## config.mk

```make
export PLATFORM = sky130hd
export DESIGN_NAME = axis_moving_window_integrator
export DESIGN_NICKNAME = d
export VERILOG_FILES = /design/src/rtl/axis_moving_window_integrator.sv
export SDC_FILE = /design/constraint.sdc
export NUM_CORES = 1
export LEC_CHECK = 0
export CORE_MARGIN = 3
export CORE_UTILIZATION = 56
export CTS_CLUSTER_SIZE = 20
export DETAILED_ROUTE_END_ITERATION = 6
export MAX_ROUTING_LAYER = met4
export PLACE_DENSITY = 0.77
export SYNTH_ARGS = -nofsm -noshare
export SYNTH_HDL_FRONTEND = slang
export SYNTH_SLANG_ARGS = --single-unit
```

## constraint.sdc

```tcl
create_clock -name clk -period 4.89 [get_ports clk]
set_input_delay 0.489 -clock clk [delete_from_list [all_inputs] [get_ports clk]]
set_output_delay 0.489 -clock clk [all_outputs]
set_load 0.01 [all_outputs]
```

## src/rtl/axis_moving_window_integrator.sv

```systemverilog
// Moving-window integrator for the QRS-detection chain: emits the mean of the
// last 2**WIN_LOG2 unsigned samples for every sample accepted on the slave port.
module axis_moving_window_integrator #(
    parameter int WIN_LOG2 = 5,
    parameter int DATA_W   = 32
) (
    input  logic              clk,
    input  logic              rst_n,
    input  logic              s_axis_tvalid,
    input  logic [DATA_W-1:0] s_axis_tdata,
    output logic              s_axis_tready,
    output logic              m_axis_tvalid,
    output logic [DATA_W-1:0] m_axis_tdata,
    input  logic              m_axis_tready,
    output logic              m_axis_tuser
);

    localparam int WIN_LEN = 2 ** WIN_LOG2;
    localparam int SUM_W   = DATA_W + WIN_LOG2;
    localparam int FILL_W  = WIN_LOG2 + 1;

    typedef enum logic {
        CLEAR = 1'b0,
        RUN   = 1'b1
    } state_t;

    state_t              state_q;
    state_t              state_d;
    logic [WIN_LOG2-1:0] clr_ptr;
    logic [WIN_LOG2-1:0] wr_ptr;
    logic [FILL_W-1:0]   fill_cnt;
    logic [SUM_W-1:0]    running_sum;
    logic [SUM_W-1:0]    sum_next;
    logic [DATA_W-1:0]   win_buf [WIN_LEN];
    logic [DATA_W-1:0]   old_sample;
    logic                primed_next;
    logic                accept;
    logic                consume;
    logic                buf_we;
    logic [WIN_LOG2-1:0] buf_addr;
    logic [DATA_W-1:0]   buf_wdata;

    // NOTE: every signal assigned in an always_comb gets a default first, so no
    // path through the block leaves it unassigned and no latch is inferred.
    always_comb begin
        state_d       = state_q;
        s_axis_tready = 1'b0;
        unique case (state_q)
            CLEAR: begin
                if (&clr_ptr) begin
                    state_d = RUN;
                end
            end
            RUN: begin
                s_axis_tready = ~m_axis_tvalid | m_axis_tready;
            end
        endcase
    end

    // NOTE: sequential state uses non-blocking assignments only, so every
    // register samples the pre-edge values of its neighbours.
    always_ff @(posedge clk or negedge rst_n) begin
        if (!rst_n) begin
            state_q <= CLEAR;
        end else begin
            state_q <= state_d;
        end
    end

    assign accept  = s_axis_tvalid & s_axis_tready;
    assign consume = m_axis_tvalid & m_axis_tready;

    // The running sum always equals the exact buffer contents, so SUM_W bits
    // can neither overflow nor underflow.
    assign old_sample  = win_buf[wr_ptr];
    assign sum_next    = running_sum + SUM_W'(s_axis_tdata) - SUM_W'(old_sample);
    assign primed_next = (fill_cnt >= FILL_W'(WIN_LEN - 1));

    always_comb begin
        buf_we    = 1'b0;
        buf_addr  = wr_ptr;
        buf_wdata = s_axis_tdata;
        if (state_q == CLEAR) begin
            buf_we    = 1'b1;
            buf_addr  = clr_ptr;
            buf_wdata = '0;
        end else if (accept) begin
            buf_we = 1'b1;
        end
    end

    // NOTE: the window storage has no reset; the CLEAR sweep zeroes it after
    // every reset release, which keeps it mappable onto plain RAM.
    always_ff @(posedge clk) begin
        if (buf_we) begin
            win_buf[buf_addr] <= buf_wdata;
        end
    end

    always_ff @(posedge clk or negedge rst_n) begin
        if (!rst_n) begin
            clr_ptr     <= '0;
            wr_ptr      <= '0;
            fill_cnt    <= '0;
            running_sum <= '0;
        end else begin
            if (state_q == CLEAR) begin
                clr_ptr <= clr_ptr + 1'b1;
            end
            if (accept) begin
                wr_ptr      <= wr_ptr + 1'b1;
                running_sum <= sum_next;
                if (fill_cnt != FILL_W'(WIN_LEN)) begin
                    fill_cnt <= fill_cnt + 1'b1;
                end
            end
        end
    end

    // A new result takes priority over clearing, so a same-cycle consume and
    // accept keeps m_axis_tvalid high with fresh data.
    always_ff @(posedge clk or negedge rst_n) begin
        if (!rst_n) begin
            m_axis_tvalid <= 1'b0;
            m_axis_tdata  <= '0;
            m_axis_tuser  <= 1'b0;
        end else if (accept) begin
            m_axis_tvalid <= 1'b1;
            m_axis_tdata  <= sum_next[SUM_W-1:WIN_LOG2];
            m_axis_tuser  <= primed_next;
        end else if (consume) begin
            m_axis_tvalid <= 1'b0;
        end
    end

    property p_hold_under_backpressure;
        @(posedge clk) disable iff (!rst_n)
            (m_axis_tvalid && !m_axis_tready) |=>
                (m_axis_tvalid && $stable(m_axis_tdata) && $stable(m_axis_tuser));
    endproperty
    a_hold_under_backpressure: assert property (p_hold_under_backpressure);

    property p_run_is_sticky;
        @(posedge clk) disable iff (!rst_n) (state_q == RUN) |=> (state_q == RUN);
    endproperty
    a_run_is_sticky: assert property (p_run_is_sticky);

endmodule

```

==> results.yml <==
yosys:
  synth_area_leaders: "edfxtp_1 69%, mux4_2 16%, dfrtp_1 3.2%"
  yosysSeqAreaShare_pct: 72.3
  synthCells: 2183
  yosysTopAreaCellShare_pct: 69.2
  syn_area_um2: 44400
  synthDistinctLibCells: 59
  synth-main-ff-cell: "edfxtp_1"
  postSynthAreaPerCell_um2: 20.4
  yosysWarnings: 0
  synth_seq_cells: 1080
  synth_enable_flop_cells: 1024
  synthArstFlopShare_pct: 5.19
  syn_nets: 2293
  yosys.area.top_type: "edfxtp_1"
final_layout:
  fillerInstances: 4529
  layout-drive-gt1-share_pct: 34.5
  fin_nets: 2594
  final_cells: 3616
  syn_to_final_growth_pct: 19.4
critical_path:
  cp_top_family: "multiplexers"
  arrival_ps: 5990
  crit_buf_inv: 4
  critPathCaptureType: "flip-flop"
  worstPathMaxFanout: 7
  reg2reg_from: "wr_ptr[0]"
  crit_chain: "buf_12 -> buf_12 -> buf_8 -> mux4_2 -> mux4_2 -> mux2_4 -> fa_1 -> inv_1 -> ha_4 -> a21oi_2 -> o21ai_2 -> a22o_1 -> or4b_4 -> a21oi_4 -> o211ai_2 -> a221oi_2 -> mux2i_1 -> xnor2_1"
  slowest_stage: "or4b_4"
  r2r_setup_slack_ps: -540
  start_kind: "flip-flop"
  cp.required_ps: 5450
  critPathKind: "flip-flop to flip-flop"
  reg2reg_to: "running_sum[36]"
  slowest_delay_ps: 560
  rr_worst_depth: 18
floorplan:
  die-area_um2: 82800
  rows: 102
  core_area_um2: 78000
  die_w_um: 288
  num_io_pins: 71
  die_h_um: 288
  start_util_pct: 57.0
drt:
  via_count: 24100
  ant_nets: 0
  drtIter0Drc: 3349
  wl_per_cell_um: 33.6
  totalWireLength_um: 122000
  drt_pre_antenna_iters: 5
  viasPerCell: 6.66
  drc_errors: 0
placed_design:
  detailed_place_hpwl_um: 65000
  gp_congestion: 0.898
  place_ws_ps: -486
  io_buffers: 70
  dp_cells: 3377
global_routing:
  grt_start_max_net_pins: 61
  overflow: 0
  grt_pass1_vias: 24900
  grt_first_pass_wirelength_um: 174000
  grtUsageTotal_pct: 30.8
  antenna_found_initial: 3
status:
  status: "complete, but fails checks"
  violations: "negative setup slack"
worst_hold_path:
  hold_path_class: "input pin to async pin"
sta:
  relSlewSlack_pct: 29.0
  slew_viol_final: 0
  min_period_over_period_pct: 111
  final_hold_viol_count: 0
  fmax_mhz: 184
  fin_skew_ps: 34.1
  setup_viol: 23
  fin_crit_ps: 5430
  worst_pin_slew_ps: 1070
  grt_setup_unrepaired: "yes"
  setup_ws_ps: -538
  fin_setup_tns_ps: -4450
clocking:
  cts-root-buf: "clkbuf_16"
  cts_tree: "built"
  numCtsBuffers: 105
  ctsHtreeMaxLevel: 3
  clk_pin_slew_worst_paths_ps: 60
  clk_latency_ps: 670
  cts_sinks: 1080
  cts_max_path_buffers: 3
pwr:
  cellPowerDensity_nw_per_um2: 764
  vdd_drop_max_mv: 0.684
  p_leak_uw: 0.0179
  total_power_uw: 40500
run:
  cap_viol_max_count: 0
==> area by class of cell <==
class / instances / area [µm²] / area share (%)
sequential: 1080 / 32200 / 60.6
multi-input combinational: 837 / 12000 / 22.6
timing repair buffer: 325 / 3620 / 6.83
clock buffer: 130 / 2740 / 5.17
tap: 1040 / 1300 / 2.45
clock inverter: 66 / 716 / 1.35
inverter: 135 / 507 / 0.955
antenna: 3 / 7.51 / 0.0142
==> registers in the layout, summed over array words and instances, names as in the netlist <==
name / count
win_buf: 1024
running_sum: 37
fill_cnt: 6
clr_ptr: 5
wr_ptr: 5
m_axis_tuser: 1
m_axis_tvalid: 1
state_q: 1
==> worst register-to-register path, cell delays in order (launching register included) <==
cell and delay, ps:
dfrtp_4 490, buf_12 170, buf_12 170, buf_8 160, mux4_2 530, mux4_2 490, mux2_4 320, fa_1 480
inv_1 60, ha_4 170, a21oi_2 230, o21ai_2 110, a22o_1 270, or4b_4 570, a21oi_4 190, o211ai_2 120
a221oi_2 300, mux2i_1 300, xnor2_1 170
==> cell families after synthesis <==
kind of cell / synth area share (%)
AOI/OAI and AO/OA: 2.09
and+or+nand+nor: 2.24
muxes: 17.3
xor gates and xnor gates: 0.887
buffers and inverters: 2.55
DFF: 72.3
adders and majority gates: 2.62
==> what timing repair did <==
item / 4_1_cts / 5_1_grt
hold buffers: 1 / 0
gates resized for setup: 110 / 74
buffers inserted: 18 / 20
hold endpoints to repair: 56 / 0
pin swaps: 24 / 49
gates cloned: 5 / 1
endpoints found under the setup margin: 19 / 21
==> worst max-delay path by stage <==
stage / start / end / slack (ps) / depth (start not counted)
after floorplan: wr_ptr[0] / running_sum[36] / 30 / 18
after global placement: wr_ptr[0] / running_sum[35] / -470 / 18
after detailed placement: wr_ptr[0] / running_sum[27] / -490 / 18
after CTS: wr_ptr[0] / running_sum[36] / -460 / 19
after global routing: wr_ptr[0] / running_sum[36] / -620 / 18
final: wr_ptr[0] / running_sum[36] / -540 / 18
==> cell usage after synthesis, drive strengths merged (32+ instances only) <==
cell	count
fa	32
ha	42
mux2	36
buf	60
inv	135
a21oi	35
edfxtp	1024
and2	36
dfrtp	56
nor2	52
o21ai	56
clkbuf	71
mux4	320
nand2	68
==> power by group <==
| part | internal [µW] | switching (µW) |
|---|---|---|
| Clock | 4680 | 3520 |
| Sequential | 10700 | 453 |
| Combinational | 10900 | 10300 |
| Total | 26300 | 14300 |
==> per-layer routing <==
metal  track usage, %  vias to the layer above  share of wire, %
li1                 -                     9356                 -
met1             39.8                    12600                35
met2             47.7                     1750                49
met3             5.99                      426                11
met4             15.2                        0               5.6
met5                -                        -                 0
==> layout by cell type (no fill, tap or decap), drive strengths merged, types with 4 or more instances in the layout <==
master / netlist / final
edfxtp: 1024 / 1024
mux4: 320 / 320
buf: 60 / 254
inv: 135 / 139
clkbuf: 71 / 131
clkdlybuf4s50: 0 / 69
nand2: 68 / 68
dfrtp: 56 / 56
o21ai: 56 / 56
nor2: 52 / 52
clkinv: 0 / 43
ha: 42 / 42
and2: 36 / 36
mux2: 36 / 36
a21oi: 35 / 35
fa: 32 / 32
xnor2: 30 / 30
a21o: 23 / 23
xor2: 15 / 15
bufinv: 0 / 13
nand4: 10 / 10
nand3: 9 / 9
nand2b: 6 / 6
clkinvlp: 0 / 6
mux2i: 6 / 6
nor2b: 6 / 6
o21bai: 6 / 6
and3: 5 / 5
nor3: 4 / 4
==> per-stage QoR <==
stage | hold slack (ps) | area (µm²) | util [%]
CTS | 472 | 52700 | 67.5
global route | 525 | 53000 | 68.0
detailed placement | 489 | 48300 | 62.0
finish | 478 | 53000 | 68.0
floorplan | 193 | 44700 | -
global placement | 476 | 48300 | 62.0
Note: power is estimated with default switching activity, not from simulation.
